==> config.mk <==
export PLATFORM = sky130hd
export DESIGN_NAME = event_unit_periph_initiator
export DESIGN_NICKNAME = d
export VERILOG_FILES = /design/src/rtl/event_unit_pkg.sv /design/src/rtl/event_unit_periph_initiator_fifo_v3.sv /design/src/rtl/event_unit_periph_initiator.sv
export SDC_FILE = /design/constraint.sdc
export NUM_CORES = 1
export LEC_CHECK = 0
export BUFFER_PORTS_ARGS = -buffer_cell sky130_fd_sc_hd__buf_2
export CORE_UTILIZATION = 50
export DETAILED_ROUTE_END_ITERATION = 7
export GPL_ROUTABILITY_DRIVEN = 0
export HOLD_SLACK_MARGIN = 0.12
export PLACE_DENSITY_LB_ADDON = 0.15
export SETUP_SLACK_MARGIN = 0.5
export SYNTH_ARGS = -nofsm -noshare
export SYNTH_HDL_FRONTEND = slang
export SYNTH_SLANG_ARGS = --single-unit
==> constraint.sdc <==
create_clock -name clk_i -period 2.7 [get_ports clk_i]
set_clock_uncertainty 0.1 [all_clocks]
set_input_delay 0.54 -clock clk_i [delete_from_list [all_inputs] [get_ports clk_i]]
set_output_delay 0.54 -clock clk_i [all_outputs]
set_load 0.05 [all_outputs]
==> src/rtl/event_unit_pkg.sv <==
// Shared types for the event unit peripheral-bus initiator: the command
// record queued from the client and the response record returned to it.
package event_unit_pkg;

   localparam int unsigned EU_BUS_DW   = 32;
   localparam int unsigned EU_BE_W     = EU_BUS_DW / 8;
   localparam int unsigned EU_ID_WIDTH = 5;

   typedef struct packed {
      logic [EU_BUS_DW-1:0]   add;
      logic                   wen;
      logic [EU_BUS_DW-1:0]   wdata;
      logic [EU_BE_W-1:0]     be;
      logic [EU_ID_WIDTH-1:0] id;
   } eu_cmd_t;

   typedef struct packed {
      logic [EU_BUS_DW-1:0]   rdata;
      logic [EU_ID_WIDTH-1:0] id;
      logic                   err;
   } eu_rsp_t;

endpackage

==> src/rtl/event_unit_periph_initiator_fifo_v3.sv <==
// Small synchronous FIFO (common_cells fifo_v3 style) with a registered
// storage array; the head entry is read straight out of the array.
// DEPTH must be a power of two so the pointers wrap on their own.
module fifo_v3 #(
   parameter int unsigned DEPTH = 4,
   parameter type         dtype = logic [31:0]
) (
   input  logic clk_i,
   input  logic rst_ni,
   input  logic push_i,
   input  dtype data_i,
   input  logic pop_i,
   output dtype data_o,
   output logic full_o,
   output logic empty_o
);

   localparam int unsigned AW = (DEPTH > 1) ? $clog2(DEPTH) : 1;
   localparam logic [AW:0] FULL_COUNT = (AW+1)'(DEPTH);

   logic [AW-1:0] rdPtr_q;
   logic [AW-1:0] wrPtr_q;
   logic [AW:0]   count_q;
   dtype          mem_q [DEPTH];
   logic          doPush;
   logic          doPop;

   assign full_o  = (count_q == FULL_COUNT);
   assign empty_o = (count_q == '0);
   assign doPop   = pop_i && !empty_o;
   assign doPush  = push_i && (!full_o || doPop);
   assign data_o  = mem_q[rdPtr_q];

   // Storage, pointers and occupancy; a push into a full FIFO only lands
   // when the head is popped in the same cycle.
   always_ff @(posedge clk_i or negedge rst_ni) begin
      if (!rst_ni) begin
         rdPtr_q <= '0;
         wrPtr_q <= '0;
         count_q <= '0;
         for (int i = 0; i < DEPTH; i++) begin
            mem_q[i] <= '0;
         end
      end else begin
         if (doPush) begin
            mem_q[wrPtr_q] <= data_i;
            wrPtr_q        <= wrPtr_q + AW'(1);
         end
         if (doPop) begin
            rdPtr_q <= rdPtr_q + AW'(1);
         end
         if (doPush && !doPop) begin
            count_q <= count_q + (AW+1)'(1);
         end else if (doPop && !doPush) begin
            count_q <= count_q - (AW+1)'(1);
         end
      end
   end

endmodule

==> src/rtl/event_unit_periph_initiator.sv <==
// Master side of the XBAR_PERIPH_BUS req/gnt/r_valid protocol. Client
// commands are queued, issued one at a time, and their responses are
// returned in order. A response slot is reserved before a command is
// issued, so a stalled client stalls the bus side instead of overflowing.
module event_unit_periph_initiator
   import event_unit_pkg::*;
#(
   parameter int unsigned CMD_DEPTH = 4,
   parameter int unsigned ID_WIDTH  = EU_ID_WIDTH,
   parameter int unsigned TIMEOUT   = 64
) (
   input  logic                clk_i,
   input  logic                rst_ni,
   input  logic                cmd_valid_i,
   output logic                cmd_ready_o,
   input  logic [31:0]         cmd_add_i,
   input  logic                cmd_wen_i,
   input  logic [31:0]         cmd_wdata_i,
   input  logic [3:0]          cmd_be_i,
   input  logic [ID_WIDTH-1:0] cmd_id_i,
   output logic                rsp_valid_o,
   input  logic                rsp_ready_i,
   output logic [31:0]         rsp_rdata_o,
   output logic [ID_WIDTH-1:0] rsp_id_o,
   output logic                rsp_err_o,
   output logic                req_o,
   output logic [31:0]         add_o,
   output logic                wen_o,
   output logic [31:0]         wdata_o,
   output logic [3:0]          be_o,
   output logic [ID_WIDTH-1:0] id_o,
   input  logic                gnt_i,
   input  logic                r_valid_i,
   input  logic [31:0]         r_rdata_i,
   input  logic                r_opc_i,
   input  logic [ID_WIDTH-1:0] r_id_i
);

   localparam int unsigned CNT_W = (TIMEOUT > 2) ? $clog2(TIMEOUT) : 1;
   localparam logic [CNT_W-1:0] TIMEOUT_LAST = CNT_W'(TIMEOUT - 1);

   localparam logic [1:0] IDLE   = 2'd0;
   localparam logic [1:0] REQ    = 2'd1;
   localparam logic [1:0] WAIT_R = 2'd2;

   logic [1:0]          state_q, state_d;
   logic [CNT_W-1:0]    timer_q, timer_d;
   logic [ID_WIDTH-1:0] id_q, id_d;
   logic                wen_q, wen_d;

   eu_cmd_t cmdIn, cmdHead;
   eu_rsp_t rspIn, rspHead;
   logic    cmdFull, cmdEmpty, cmdPush, cmdPop;
   logic    rspFull, rspEmpty, rspPush, rspPop;
   logic    unusedRid;

   // The response id always comes from the latched command id.
   assign unusedRid = ^r_id_i;

   assign cmdIn = '{add:   cmd_add_i,
                    wen:   cmd_wen_i,
                    wdata: cmd_wdata_i,
                    be:    cmd_be_i,
                    id:    EU_ID_WIDTH'(cmd_id_i)};

   assign cmd_ready_o = !cmdFull;
   assign cmdPush     = cmd_valid_i && !cmdFull;

   assign rsp_valid_o = !rspEmpty;
   assign rspPop      = rsp_valid_o && rsp_ready_i;
   assign rsp_rdata_o = rspHead.rdata;
   assign rsp_id_o    = ID_WIDTH'(rspHead.id);
   assign rsp_err_o   = rspHead.err;

   // Bus fields come only from the state register and the FIFO head, so
   // gnt_i never reaches req_o combinationally and fields stay put until grant.
   assign req_o   = (state_q == REQ);
   assign add_o   = req_o ? cmdHead.add   : '0;
   assign wen_o   = req_o ? cmdHead.wen   : 1'b1;
   assign wdata_o = req_o ? cmdHead.wdata : '0;
   assign be_o    = req_o ? cmdHead.be    : '0;
   assign id_o    = req_o ? ID_WIDTH'(cmdHead.id) : '0;

   fifo_v3 #(
      .DEPTH (CMD_DEPTH),
      .dtype (eu_cmd_t)
   ) i_cmd_fifo (
      .clk_i   (clk_i),
      .rst_ni  (rst_ni),
      .push_i  (cmdPush),
      .data_i  (cmdIn),
      .pop_i   (cmdPop),
      .data_o  (cmdHead),
      .full_o  (cmdFull),
      .empty_o (cmdEmpty)
   );

   fifo_v3 #(
      .DEPTH (2),
      .dtype (eu_rsp_t)
   ) i_rsp_fifo (
      .clk_i   (clk_i),
      .rst_ni  (rst_ni),
      .push_i  (rspPush),
      .data_i  (rspIn),
      .pop_i   (rspPop),
      .data_o  (rspHead),
      .full_o  (rspFull),
      .empty_o (rspEmpty)
   );

   // Issue FSM: one outstanding transaction, completed by r_valid_i or by
   // the timeout, and chained straight into the next request when possible.
   always_comb begin
      state_d = state_q;
      timer_d = timer_q;
      id_d    = id_q;
      wen_d   = wen_q;
      cmdPop  = 1'b0;
      rspPush = 1'b0;
      rspIn   = '0;
      unique case (state_q)
         IDLE: begin
            if (!cmdEmpty && !rspFull) begin
               state_d = REQ;
            end
         end
         REQ: begin
            if (gnt_i) begin
               cmdPop  = 1'b1;
               id_d    = ID_WIDTH'(cmdHead.id);
               wen_d   = cmdHead.wen;
               timer_d = '0;
               state_d = WAIT_R;
            end
         end
         WAIT_R: begin
            if (r_valid_i || (timer_q == TIMEOUT_LAST)) begin
               rspPush  = 1'b1;
               rspIn.id = EU_ID_WIDTH'(id_q);
               if (r_valid_i) begin
                  rspIn.rdata = wen_q ? r_rdata_i : '0;
                  rspIn.err   = r_opc_i;
               end else begin
                  rspIn.rdata = '0;
                  rspIn.err   = 1'b1;
               end
               state_d = (!cmdEmpty && (rspEmpty || rspPop)) ? REQ : IDLE;
            end else begin
               timer_d = timer_q + CNT_W'(1);
            end
         end
         default: begin
            state_d = IDLE;
         end
      endcase
   end

   // FSM state, timeout counter and the id/wen latched at grant.
   always_ff @(posedge clk_i or negedge rst_ni) begin
      if (!rst_ni) begin
         state_q <= IDLE;
         timer_q <= '0;
         id_q    <= '0;
         wen_q   <= 1'b1;
      end else begin
         state_q <= state_d;
         timer_q <= timer_d;
         id_q    <= id_d;
         wen_q   <= wen_d;
      end
   end

endmodule
==> impl_metrics.toml <==
[global_routing]
overflow = 0
grt_pass1_wl_mm = 63.8
grt_use_total_pct = 22.4
antenna_found_initial = 5
grt_max_degree = 86
grt_pass1_vias = 11500

[synth]
synthMuxAreaShare_pct = 31.9
synth_cell_types = 42
avgSynthCellArea_sq_um = 15.7
yosys_warnings = 0
synth_adder_area_share_pct = 0.606
synth_top_family_by_area = "multiplexers"
yosys.area_share.simple_pct = 3.79
synthesis.area_sq_mm = 0.0178
yosysTopAreaCell = "dfrtp_1"
synth-edff-count = 0
synth_top_area_share_pct = 55.8
synthTopCellsByArea = "dfrtp_1 56%, mux2_2 21%, mux4_2 9.4%"
syn_nets = 1255
ys_ff_latch = 397
synth_compound_area_share_pct = 4.44
synth_flop_cell = "dfrtp_1"
syn_inst = 1129
async_reset_ff_share_pct = 100
yosys.area_share.xor_xnor_pct = 0.542
ys_seq_area_share_pct = 55.9

[setup_path]
crit_chain = "buf_12 > buf_12 > buf_16 > mux4_2 > and2_4 > buf_8"
cpLargestDelayFamily = "buffers and inverters"
critPathLaunchType = "flop"
cp_max_fo = 5
crit_slowest_cell = "dfrtp_4"
reg2reg_from = "timer_q[1]"
max_stage_delay_ns = 0.51
r2r_setup_slack_ns = 0.61
setup.worst_path.end_class = "primary output"
crit_type = "reg -> out"
reg2regPathDepth = 8
crit_required_ns = 2.06
path_common_cell = "buf_12"
cp.arrival_ns = 2.20
cp_num_buf_inv = 4
r2r-end = "i_rsp_fifo.count_q[1]"

[sta]
layout_setup_ws_ns = -0.137
grt_setup_unrepaired = "yes"
tns_ns = -5.44
slew_headroom_pct = 58.6
max_slew.worst_pin.slew_ns = 0.616
fin_crit_sh_pct = 105
fmax_mhz = 353
finalCriticalPeriod_ns = 2.84
finalSetupViolCount = 74
hold_viol = 0
slew_violations = 0

[clocking]
clockRootBuffer = "clkbuf_16"
clk_pin_slew_ns = 0.06
clk_latency_ns = 0.53
cts_buffers = 43
cts_tree = "built"
ctsHtreeMaxLevel = 2
ctsLongestPathBuffers = 3
numClockSinks = 397

[power]
leakage_uw = 0.0103
power_density_mw_per_mm2 = 1400
irDropWorstVdd_uv = 841
power_uw = 32400

[routing]
dr.pass1.iters = 4
remaining_drc_errors = 0
avgViaCountPerCell = 5.67
drt_iter0_drc = 358
ant_nets = 0
num_vias = 10700
wl_mm = 39.8
wire_per_inst_microns = 21.1

[die]
start_util_pct = 51.2
core_area_sq_mm = 0.0347
pin_count = 233
die_h_microns = 190
fp-row-count = 68
die-area_sq_mm = 0.0363
fp.dieW_microns = 190

[layout]
post-route-util_pct = 66.4
fillers = 2460
final_nets = 1523
areaGrowthSynthToFinish_pct = 29.9
post_route_cells_drive_above_1_share_pct = 60.9
multiInputGateArea_sq_mm = 0.00774
ff_latch_area_sq_mm = 0.00995
instances_no_fill = 1889

[worst_hold_path]
min_path_cells = 2
hp-start = "cmd_id_i[1]"
whs_endpoint = "i_cmd_fifo.mem_q[1]"
hold_class = "in -> reg"

[flow_run]
cap_violations = 0

[placement]
pre_cts_slack_ns = 0.281
io_buffers = 227
dp_hpwl_mm = 23.4
dpl.cell_count = 1767

[outcome]
violations = "negative setup slack"
status = "complete, but fails checks"
==> registers in the layout, summed over array words and instances, names as in the netlist, 2 cells and up <==
register and cells:
id_q 5, i_rsp_fifo.count_q 2, i_cmd_fifo.wrPtr_q 2, i_rsp_fifo.mem_q 76
state_q 2, i_cmd_fifo.mem_q 296, i_cmd_fifo.count_q 3, i_cmd_fifo.rdPtr_q 2
timer_q 6
==> cell type report <==
type,instances,share of cell area [%]
tap,455,2.47
inverter,9,0.146
sequential,397,43.1
timing repair buffer,305,14.7
antenna,3,0.0325
clock inverter,13,0.477
multi-input combinational,641,33.6
clock buffer,66,5.48
==> logic make-up after synthesis <==
kind of cell | count (synthesis)
muxes | 429
DFF | 397
and+or+nand+nor | 110
buffers and inverters | 91
AOI/OAI and AO/OA | 83
xor gates and xnor gates | 11
adders and majority gates | 8
==> routing by layer <==
| metal | GRT usage (%) | part of all wire (%) | vias up |
|---|---|---|---|
| met5 | 0 | 0.10 | - |
| met4 | 4.71 | 1.6 | 6 |
| met3 | 4.88 | 5.5 | 57 |
| met2 | 37.1 | 49 | 228 |
| met1 | 30.5 | 44 | 5662 |
| li1 | - | - | 4763 |
==> worst register-to-register path: stages (launching register included) <==
cell and delay [ns]:
dfrtp_1 0.39, ha_1 0.19, nand3_1 0.20, o21ba_2 0.29, nor3_2 0.23, ha_1 0.21, xor2_1 0.16, nor2_1 0.07
xor2_1 0.13
==> how the worst max path moves through the flow <==
stage / start / endpoint / depth (start not counted)
finish: i_cmd_fifo.rdPtr_q[0] / wdata_o[11] / 6
global route: i_cmd_fifo.rdPtr_q[0] / add_o[27] / 6
floorplan: i_cmd_fifo.rdPtr_q[0] / wdata_o[10] / 5
global placement: i_cmd_fifo.rdPtr_q[0] / add_o[1] / 4
detailed placement: i_cmd_fifo.rdPtr_q[0] / id_o[4] / 4
CTS: i_cmd_fifo.rdPtr_q[0] / be_o[1] / 6
==> through the flow <==
step | hold WS [ns] | instance area [sq um]
2_1_floorplan | 0.144 | 17900
3_3_place_gp | 0.344 | 19700
3_5_place_dp | 0.341 | 19700
4_1_cts | 0.140 | 22800
5_1_grt | 0.150 | 23100
6_report | 0.167 | 23100
==> cell usage after synthesis (3+ instances only) <==
library cell and number:
nand2_1 10, nor2_1 6, mux2i_1 3, nand3_1 3, nor3_1 5, mux2_1 26
and2_1 73, mux4_2 74, a32o_1 64, buf_1 5, buf_2 24, buf_4 28
xor2_1 6, dfrtp_1 396, xnor2_1 5, o2bb2ai_1 4, buf_6 3, clkbuf_1 22
inv_1 9, mux2_2 326, ha_1 7, a21oi_1 5
==> layout by cell type (no fill, tap or decap), types with 2 or more instances in the layout <==
| cell | n |
|---|---|
| buf_4 | 26 |
| a21oi_1 | 5 |
| dfrtp_4 | 2 |
| buf_2 | 112 |
| clkinv_2 | 8 |
| xnor2_1 | 5 |
| nand2_1 | 6 |
| o21ai_0 | 2 |
| dfrtp_1 | 389 |
| o2bb2ai_1 | 4 |
| a31oi_1 | 2 |
| and2_4 | 72 |
| mux2i_1 | 3 |
| nor3_4 | 2 |
| nor3_1 | 3 |
| ha_1 | 6 |
| nand2_4 | 6 |
| clkbuf_1 | 14 |
| buf_6 | 51 |
| mux2_4 | 38 |
| diode_2 | 3 |
| buf_8 | 67 |
| mux2_2 | 288 |
| clkbuf_8 | 8 |
| buf_16 | 12 |
| a32o_1 | 64 |
| buf_12 | 34 |
| nand3_1 | 3 |
| nor2_2 | 2 |
| mux4_2 | 74 |
| inv_1 | 9 |
| xor2_1 | 6 |
| clkbuf_16 | 45 |
| nor2_1 | 4 |
| clkinvlp_4 | 2 |
| mux2_1 | 26 |
| dfrtp_2 | 5 |
==> timing repair <==
item | CTS | global route
setup endpoints to repair | 116 | 240
gates cloned | 10 | 1
buffers inserted | 21 | 7
hold endpoints to repair | 23 | 0
pin swaps | 7 | 32
gates resized for setup | 365 | 56
hold buffers | 1 | 0
==> power breakdown <==
group	internal, uW	total, uW	leakage, uW	switching (uW)
sequential	8690	10100	0.00485	1380
clock	3330	5670	0.000673	2340
combinational	8970	16700	0.00478	7690
total	21000	32400	0.0103	11400
(Power assumes the default switching activity.)
